## config.mk

```make
export PLATFORM = sky130hd
export DESIGN_NAME = ps2_key_ctrl_flat
export DESIGN_NICKNAME = d
export VERILOG_FILES = /design/src/rtl/ps2_kbd_pkg.sv /design/src/rtl/ps2_key_ctrl_if.sv /design/src/rtl/ps2_keymap.sv /design/src/rtl/ps2_key_ctrl.sv /design/src/flat_wrapper.sv
export SDC_FILE = /design/constraint.sdc
export NUM_CORES = 1
export LEC_CHECK = 0
export ABC_AREA = 1
export ABC_CLOCK_PERIOD_IN_PS = 1500
export CAP_MARGIN = 20
export CORE_ASPECT_RATIO = 1.4
export CORE_UTILIZATION = 51
export CTS_BUF_LIST = sky130_fd_sc_hd__clkbuf_4
export CTS_CLUSTER_DIAMETER = 60
export CTS_CLUSTER_SIZE = 14
export DETAILED_ROUTE_END_ITERATION = 8
export PLACE_DENSITY = 0.78
export SKIP_CTS_REPAIR_TIMING = 1
export SLEW_MARGIN = 20
export SYNTH_ARGS = -nofsm -noshare
export SYNTH_HDL_FRONTEND = slang
export SYNTH_SLANG_ARGS = --single-unit
```

## constraint.sdc

```tcl
create_clock -name clk -period 1.5 [get_ports clk]
set_input_delay 0.225 -clock clk [delete_from_list [all_inputs] [get_ports clk]]
set_output_delay 0.225 -clock clk [all_outputs]
set_load 0.02 [all_outputs]
```

## src/rtl/ps2_kbd_pkg.sv

```systemverilog
// rtl/ps2_kbd_pkg.sv - scan-code constants, key indices and FSM state for the PS/2 key controller
package ps2_kbd_pkg;

  localparam logic [7:0] SC_EXT   = 8'hE0;
  localparam logic [7:0] SC_BRK   = 8'hF0;
  localparam logic [7:0] SC_LEFT  = 8'h6B;
  localparam logic [7:0] SC_RIGHT = 8'h74;
  localparam logic [7:0] SC_UP    = 8'h75;
  localparam logic [7:0] SC_DOWN  = 8'h72;
  localparam logic [7:0] SC_SPACE = 8'h29;
  localparam logic [7:0] SC_ENTER = 8'h5A;
  localparam logic [7:0] SC_ESC   = 8'h76;
  localparam logic [7:0] SC_PAUSE = 8'h4D;

  localparam logic [2:0] KEY_LEFT  = 3'd0;
  localparam logic [2:0] KEY_RIGHT = 3'd1;
  localparam logic [2:0] KEY_UP    = 3'd2;
  localparam logic [2:0] KEY_DOWN  = 3'd3;
  localparam logic [2:0] KEY_SPACE = 3'd4;
  localparam logic [2:0] KEY_ENTER = 3'd5;
  localparam logic [2:0] KEY_ESC   = 3'd6;
  localparam logic [2:0] KEY_PAUSE = 3'd7;

  typedef enum logic {
    FETCH  = 1'b0,
    DECODE = 1'b1
  } state_t;

endpackage

```

## src/rtl/ps2_key_ctrl_if.sv

```systemverilog
// rtl/ps2_key_ctrl_if.sv - receiver FIFO head/pop handshake between ps2_keyboard and ps2_key_ctrl
interface ps2_key_ctrl_if;
  logic [7:0] kbd_data;
  logic       kbd_ready;
  logic       kbd_overflow;
  logic       rdn;

  modport master (output kbd_data, output kbd_ready, output kbd_overflow, input rdn);
  modport slave  (input kbd_data, input kbd_ready, input kbd_overflow, output rdn);
endinterface

```

## src/rtl/ps2_keymap.sv

```systemverilog
// rtl/ps2_keymap.sv - maps {scan code, E0 flag} to a game key index
// PS2_KEY_CTRL_EXT_EN: arrows only via E0 prefix, other keys only unprefixed.
module ps2_keymap
  import ps2_kbd_pkg::*;
(
  input  logic [7:0] code,
  input  logic       ext,
  output logic       hit,
  output logic [2:0] idx
);

  logic arrow_ok;
  logic plain_ok;

`ifdef PS2_KEY_CTRL_EXT_EN
  assign arrow_ok = ext;
  assign plain_ok = ~ext;
`else
  // Keypad and arrow codes are interchangeable; the E0 flag is never set here.
  logic unused_ext;
  assign unused_ext = ext;
  assign arrow_ok   = 1'b1;
  assign plain_ok   = 1'b1;
`endif

  always_comb begin
    hit = 1'b0;
    idx = KEY_LEFT;
    case (code)
      SC_LEFT:  begin hit = arrow_ok; idx = KEY_LEFT;  end
      SC_RIGHT: begin hit = arrow_ok; idx = KEY_RIGHT; end
      SC_UP:    begin hit = arrow_ok; idx = KEY_UP;    end
      SC_DOWN:  begin hit = arrow_ok; idx = KEY_DOWN;  end
      SC_SPACE: begin hit = plain_ok; idx = KEY_SPACE; end
      SC_ENTER: begin hit = plain_ok; idx = KEY_ENTER; end
      SC_ESC:   begin hit = plain_ok; idx = KEY_ESC;   end
      SC_PAUSE: begin hit = plain_ok; idx = KEY_PAUSE; end
      default:  begin hit = 1'b0;     idx = KEY_LEFT;  end
    endcase
  end

endmodule

```

## src/rtl/ps2_key_ctrl.sv

```systemverilog
// rtl/ps2_key_ctrl.sv - PS/2 scan-code assembler: prefixes, held-key map, event pulses, timeout/overflow recovery
// PS2_KEY_CTRL_EXT_EN: honour E0 prefix (see ps2_keymap); undefined: E0 is consumed and ignored.
module ps2_key_ctrl
  import ps2_kbd_pkg::*;
#(
  parameter int TIMEOUT_CYC = 2_000_000,
  parameter int TO_W        = 21
) (
  input  logic               clk,
  input  logic               rst,
  ps2_key_ctrl_if.slave      kbd,
  output logic [7:0]         keys,
  output logic               evt_valid,
  output logic [7:0]         evt_code,
  output logic               evt_break,
  output logic               evt_ext
);

`ifdef PS2_KEY_CTRL_EXT_EN
  localparam bit EXT_EN = 1'b1;
`else
  localparam bit EXT_EN = 1'b0;
`endif

  localparam logic [TO_W-1:0] TO_LAST = TO_W'(TIMEOUT_CYC - 1);

  state_t          state;
  logic [7:0]      byte_q;
  logic            brk_q;
  logic            ext_q;
  logic [TO_W-1:0] to_cnt;
  logic            map_hit;
  logic [2:0]      map_idx;
  logic            pop;

  // Pop is only offered in FETCH, so two pops are always at least 2 cycles apart.
  assign kbd.rdn = rst | (state != FETCH) | ~kbd.kbd_ready;
  assign pop     = ~kbd.rdn;

  ps2_keymap u_keymap (
    .code (byte_q),
    .ext  (ext_q),
    .hit  (map_hit),
    .idx  (map_idx)
  );

  always_ff @(posedge clk) begin
    if (rst) begin
      state     <= FETCH;
      byte_q    <= 8'h00;
      brk_q     <= 1'b0;
      ext_q     <= 1'b0;
      to_cnt    <= '0;
      keys      <= 8'h00;
      evt_valid <= 1'b0;
      evt_code  <= 8'h00;
      evt_break <= 1'b0;
      evt_ext   <= 1'b0;
    end else begin
      evt_valid <= 1'b0;
      if (kbd.kbd_overflow) begin
        state  <= FETCH;
        brk_q  <= 1'b0;
        ext_q  <= 1'b0;
        to_cnt <= '0;
        keys   <= 8'h00;
      end else begin
        if (brk_q | ext_q) begin
          if (to_cnt == TO_LAST) begin
            brk_q  <= 1'b0;
            ext_q  <= 1'b0;
            to_cnt <= '0;
          end else begin
            to_cnt <= to_cnt + 1'b1;
          end
        end else begin
          to_cnt <= '0;
        end

        // Decode assignments come after the timeout so a freshly seen prefix wins.
        case (state)
          FETCH: begin
            if (pop) begin
              byte_q <= kbd.kbd_data;
              to_cnt <= '0;
              state  <= DECODE;
            end
          end
          DECODE: begin
            state <= FETCH;
            if (byte_q == SC_EXT) begin
              ext_q <= EXT_EN;
            end else if (byte_q == SC_BRK) begin
              brk_q <= 1'b1;
            end else begin
              evt_valid <= 1'b1;
              evt_code  <= byte_q;
              evt_break <= brk_q;
              evt_ext   <= ext_q;
              if (map_hit) begin
                keys[map_idx] <= ~brk_q;
              end
              brk_q <= 1'b0;
              ext_q <= 1'b0;
            end
          end
          default: state <= FETCH;
        endcase
      end
    end
  end

endmodule

```

## src/flat_wrapper.sv

```systemverilog
// flat-port wrapper written by rule: the top's interface ports become plain ports
module ps2_key_ctrl_flat import ps2_kbd_pkg::*;
#(
  parameter int TIMEOUT_CYC = 2_000_000,
  parameter int TO_W        = 21
)
  (clk, rst, keys, evt_valid, evt_code, evt_break, evt_ext, kbd_kbd_data, kbd_kbd_ready, kbd_kbd_overflow, kbd_rdn);
  ps2_key_ctrl_if kbd_i ();
  input  logic clk;
  input  logic rst;
  output logic [7:0] keys;
  output logic evt_valid;
  output logic [7:0] evt_code;
  output logic evt_break;
  output logic evt_ext;
  input wire logic [$bits(kbd_i.kbd_data)-1:0] kbd_kbd_data;
  input wire logic [$bits(kbd_i.kbd_ready)-1:0] kbd_kbd_ready;
  input wire logic [$bits(kbd_i.kbd_overflow)-1:0] kbd_kbd_overflow;
  output wire logic [$bits(kbd_i.rdn)-1:0] kbd_rdn;
  assign kbd_i.kbd_data = kbd_kbd_data;
  assign kbd_i.kbd_ready = kbd_kbd_ready;
  assign kbd_i.kbd_overflow = kbd_kbd_overflow;
  assign kbd_rdn = kbd_i.rdn;
  ps2_key_ctrl #(.TIMEOUT_CYC(TIMEOUT_CYC), .TO_W(TO_W)) u_core (.clk(clk), .rst(rst), .kbd(kbd_i), .keys(keys), .evt_valid(evt_valid), .evt_code(evt_code), .evt_break(evt_break), .evt_ext(evt_ext));
endmodule
```

# After elaboration in Yosys (flattened, before gate mapping)
# Cells that the tools add are included.
[totals] input_bits=12 wordCells=63 out_inout_bits=20 regBits=51
[classes] n_addsub=1 n_mux=22 magnitude_cmp=2 reduce_logical=7 bitwise_logic=10 eq_ne=11
[op_table] operator="two-way mux 21 bit" n=4
[op_table] operator="equality test 8 x 7 -> 1 bit, second input constant" n=7
[op_table] operator="adder 21 x 1 -> 21 bit, second input constant" n=1
[op_table] operator="equality test 21 bit, second input constant" n=1
[op_table] operator="one-hot mux 3 bit (7 select lines)" n=1
[op_table] operator="equality test 8 bit, second input constant" n=2
[op_table] operator="two-way mux 1 bit" n=14
[op_table] operator="bitwise mux 8 bit" n=1
[op_table] operator="equality test 8 x 6 -> 1 bit, second input constant" n=1
[op_table] operator="AND reduction 4 bit" n=2
[op_table] operator="OR reduction 8 bit" n=1
[op_table] operator="NOT 1 bit" n=7
[op_table] operator="< comparator 3 x 4 -> 1 bit, second input constant" n=1
[op_table] operator="OR reduction 4 bit" n=1
[op_table] operator="demux 1 bit (select 3 bit)" n=1
[op_table] operator="greater-or-equal comparator 3 x 1 -> 1 bit, second input constant" n=1
[op_table] operator="bitwise OR 1 bit" n=3
[op_table] operator="AND reduction 3 bit" n=1
[op_table] operator="one-hot mux 1 bit (2 select lines)" n=1
[op_table] operator="OR reduction 2 bit" n=1
[op_table] operator="logical AND 1 bit" n=1

# Logic depth before layout (Yosys ltp)
# Gate-level depths: netlist (run 1).
[depth] word_depth=7 ltp_mapped=11 depth_no_buf=11

# Hierarchy
# From an unflattened synthesis (run 1), not the netlist that was laid out.
[hier_totals] hier_cells=411 area_unflattened_um2=2748.9
[by_module_without_submodules] module="ps2_key_ctrl" seq_area_each_um2=1021.0 cells_each=356 n_inst=1 area_each_um2=2517.4
[by_module_without_submodules] module="ps2_keymap" seq_area_each_um2=0.0 cells_each=55 n_inst=1 area_each_um2=231.5

# Worst setup path after synthesis (run 1)
# No wires, ideal clock.
[synth_path] path_kind="reg2reg" start="register u_core.to_cnt[0]" end="register u_core.to_cnt[16]" period_less_slack_ns=1.470 stages_incl_launch_ff=8 setup_ns=0.117 required_time_ns=1.383 path_slack_ns=0.030 path_buffers=1 arrival_ns=1.353 cell_sequence="dfxtp_1 ha_1 nand3_2 nor4_1 nand3_1 nand2_2 buf_6 nor3_2"
[synth_via] elab_chain_len=5 word_cells_on_any_way=6 cone_classes="add/sub (1); eq/ne (1); mux (4)"
[synth_lines] element="from (decl)" line="ps2_key_ctrl.sv:31" rtl="logic [TO_W-1:0] to_cnt;"
[synth_lines] element="from (signal assigned)" line="ps2_key_ctrl.sv:74" rtl="to_cnt <= to_cnt + 1'b1;"
[synth_lines] element="adder 21 x 1 -> 21 bit or equality test 21 bit (tied branches)" line="ps2_key_ctrl.sv:74, ps2_key_ctrl.sv:69"
[synth_lines] element="two-way mux 21 bit *" line="ps2_key_ctrl.sv:69" rtl="if (to_cnt == TO_LAST) begin"
[synth_lines] element="two-way mux 21 bit *" line="ps2_key_ctrl.sv:68" rtl="if (brk_q | ext_q) begin"
[synth_lines] element="two-way mux 21 bit" line="ps2_key_ctrl.sv:83" rtl="if (pop) begin"
[synth_lines] element="two-way mux 21 bit *" line="ps2_key_ctrl.sv:81" rtl="case (state)"
# Mark *: on every way between the ends. The rest lies on a longest branch, timed or not.
# A chain may end at the register's enable or synchronous reset.

# Final worst setup path (run 1)
[layout_path] start="register u_core.to_cnt[1]" end="register u_core.to_cnt[16]"
# Same word-level chain as after synthesis.

==> impl_metrics.yaml, run 1 <==
floorplanning:
  dieArea_mm2: 0.005003
  rows: 29
  start_util: 0.5308
  io_pins: 32
  core_area_mm2: 0.004536
  die_h_um: 83.29
  dieWidth_um: 60.07
power_and_ir_drop:
  p_int_mw: 1.659
  power.density_mw_per_mm2: 688.6
  ir_drop_mv: 0.5730
  power_frac_clock: 0.291
  swShare: 0.2535
  seq_power_share: 0.629
  power.leakage_nw: 1.581
  p_comb_frac: 0.080
  total_power_mw: 2.222
  switching_power_uw: 563.4
synthesis:
  synth_edf_count: 0
  synth_area_leaders: "dfxtp_1, nand2_1, nor2_1, a21oi_1, inv_1"
  synth_top_cell_area_share: 0.4241
  syn-cell-area_mm2: 0.002407
  yosysWarnings: 0
  synth_flop_cell: "dfxtp_1"
  synth.distinct_cells: 32
  syn_nets: 350
  synth_cells: 337
  syn_area_per_cell_um2: 7.143
  yosysSeqAreaShare: 0.4241
  synthArstFlopShare: 0
  synth_common_cells: "nand2_1, nor2_1, dfxtp_1"
  post-synth-top-count-cell: "nand2_1"
  synth-seq-cells: 51
  synth_largest_area_cell: "dfxtp_1"
detailed_routing:
  antenna_left: 0
  route.vias.total: 2352
  totalWireLength_mm: 6.054
  wl_per_cell_um: 13.25
  drtIter0Drc: 102
  dr.pass1.iters: 4
  drc_errors: 0
  viasPerCell: 5.147
clock_network:
  h-tree-depth: 2
  cts_tree: "built"
  cts_max_path_buffers: 2
  cts_sinks: 51
  root_buffer: "clkbuf_4"
  worstSkewPairLatency_ps: 390
  clkTransAtPathRegs_ps: 140
  cts-buffers-inserted: 5
global_routing:
  grt_max_degree: 21
  grt_use_met2: 0.4222
  grt_use_met3: 0.04673
  gr-max-usage-layer: "met2"
  grt_pass1_wl_mm: 9.108
  track_usage: 0.2375
  antenna_found_initial: 0
  grt_pass1_vias: 2197
  grt_overflow_total: 0
  grt_use_met1: 0.2532
timing:
  report.final.slew_viol_count: 0
  fin_skew_ps: 21.04
  worstMarginPinSlew_ps: 298.5
  fmax_mhz: 641.6
  setup_violations: 11
  worst_slack_ps: -58.64
  fin_crit_ps: 1559
  maxSlewHeadroom: 0.8005
  hold_viol: 0
  rsz0062_at_grt: "true"
  final.period_utilization: 1.039
place:
  placed_cell_area_mm2: 0.002918
  routabilityCongestion: 0.8422
  dpl.hpwl_mm: 4.020
  pre_cts_ws_ps: -184.7
  dp_cells: 444
  portBuffers: 31
layout:
  antenna_cells: 0
  fin_area_mm2: 0.003227
  final_layout_size_suffix_gt1_frac: 0.2709
  nets: 407
  finalNonFillerCells: 457
  syn_to_final_growth_pct: 34.04
  final_util: 0.7114
setup_path:
  setup.worst_path.class: "reg2reg"
  reg2reg_depth: 7
  r2r_slack_ps: -60
  crit_path_end_kind: "flip-flop"
  cp_max_fo: 4
  setup.worst_path.start_class: "flip-flop"
  startpoint: "u_core.to_cnt[1]$_SDFF_PP0_"
  cp.arrival_ps: 1860
  crit_end: "u_core.to_cnt[16]$_SDFF_PP0_"
  crit_required_ps: 1800
  r2r_start: "u_core.to_cnt[1]$_SDFF_PP0_"
  timing.rr.end: "u_core.to_cnt[16]$_SDFF_PP0_"
run:
  drv_cap: 0
min_path:
  hold_path.class: "in2reg"
status:
  outcome: "finished with violations"
  violations: "setup timing"
-- power by group through the flow --
stage	Combinational, mW	Sequential, mW	Clock [mW]
finish	0.178	1.40	0.647
global route	0.194	1.40	0.720
CTS	0.175	1.40	0.659
detailed placement	0.174	1.43	0
global placement	0.172	1.42	0
floorplan	0.0769	1.43	0
-- state kept, by name, indices dropped and copies added (netlist names) --
register / flops
u_core.to_cnt: 21
u_core.byte_q: 8
u_core.evt_code: 8
u_core.keys: 8
u_core.brk_q: 1
u_core.evt_break: 1
u_core.evt_ext: 1
u_core.evt_valid: 1
u_core.ext_q: 1
u_core.state: 1
-- layout make-up --
class | count | area [um^2]
multi-input combinational | 242 | 1326
fill | 370 | 1309
sequential | 51 | 1046
timing repair buffer | 55 | 568.0
inverter | 39 | 151.4
tap | 62 | 77.57
clock buffer | 6 | 45.04
clock inverter | 2 | 12.51
-- placed cells by master, fill, tap and decap left out, drive strengths merged --
master	synthesis	layout
nand2	74	74
nor2	67	67
dfxtp	51	51
inv	39	39
a21oi	30	30
buf	4	24
nand3	21	21
dlymetal6s2s	0	20
o21ai	20	20
clkdlybuf4s50	0	11
nor3	10	10
clkbuf	1	6
xor2	5	5
nand4	5	5
nor3b	3	3
o211a	2	2
nor4	1	1
a31oi	1	1
and3	1	1
xnor2	1	1
ha	1	1
clkinv	0	1
clkinvlp	0	1
-- how the worst min path moves through the flow --
stage,from,to,slack [ps],depth (start not counted)
2_1_floorplan,kbd_kbd_overflow,u_core.state$_SDFF_PP0_,320,1
3_3_place_gp,u_core.keys[7]$_SDFFE_PP0P_,u_core.keys[7]$_SDFFE_PP0P_,460,2
3_5_place_dp,u_core.ext_q$_SDFF_PP0_,u_core.evt_ext$_SDFFE_PP0P_,480,2
4_1_cts,kbd_kbd_data[5],u_core.byte_q[5]$_SDFFE_PP0P_,440,3
5_1_grt,kbd_kbd_data[5],u_core.byte_q[5]$_SDFFE_PP0P_,440,3
6_report,kbd_kbd_data[6],u_core.byte_q[6]$_SDFFE_PP0P_,440,3
-- metrics by stage --
stage          setup TNS, ps  hold WS (ps)
2_1_floorplan              0         319.5
3_3_place_gp           -2195         463.1
3_5_place_dp           -2413         476.9
5_1_grt                -2535         437.2
6_report              -189.9         441.6
4_1_cts                -3251         441.8
-- cells by family (layout without fill, tap and decap cells) --
family / count (synthesis) / in the layout / share of synthesized area
and+or+nand+nor: 182 / 182 / 0.3571
AOI/OAI and AO/OA: 53 / 53 / 0.1164
DFF: 51 / 51 / 0.4241
buffers and inverters: 44 / 102 / 0.07537
xor gates and xnor gates: 6 / 6 / 0.02183
adders and majority gates: 1 / 1 / 0.005197
-- per-layer routing --
layer | part of all wire | wire length (um) | up-vias
met2 | 0.56 | 3399 | 48
met3 | 0.026 | 157 | 15
met5 | 0 | 0 | -
li1 | - | - | 1207
met4 | 0.028 | 167 | 0
met1 | 0.38 | 2329 | 1082
-- worst max-delay path, cell delays in order (launching register included) --
cell     delay [ps]
dfxtp_2         380
ha_4            150
nand3_4         110
nor3_2          200
nand3_2         220
nor2_4          150
a21oi_1         100
nor3_2          180
(Power assumes the default switching activity.)
==> run 2: changes to the inputs <==
--- a/config.mk
+++ b/config.mk
@@ -7,7 +7,7 @@
 export LEC_CHECK = 0
 export ABC_AREA = 1
 export ABC_CLOCK_PERIOD_IN_PS = 1500
-export CAP_MARGIN = 20
+export CAP_MARGIN = 0
 export CORE_ASPECT_RATIO = 1.4
 export CORE_UTILIZATION = 51
 export CTS_BUF_LIST = sky130_fd_sc_hd__clkbuf_4
@@ -16,7 +16,6 @@
 export DETAILED_ROUTE_END_ITERATION = 8
 export PLACE_DENSITY = 0.78
 export SKIP_CTS_REPAIR_TIMING = 1
-export SLEW_MARGIN = 20
 export SYNTH_ARGS = -nofsm -noshare
 export SYNTH_HDL_FRONTEND = slang
 export SYNTH_SLANG_ARGS = --single-unit
==> results of run 2 <==
Final layout, timing and power as in run 1 (identical DEF).
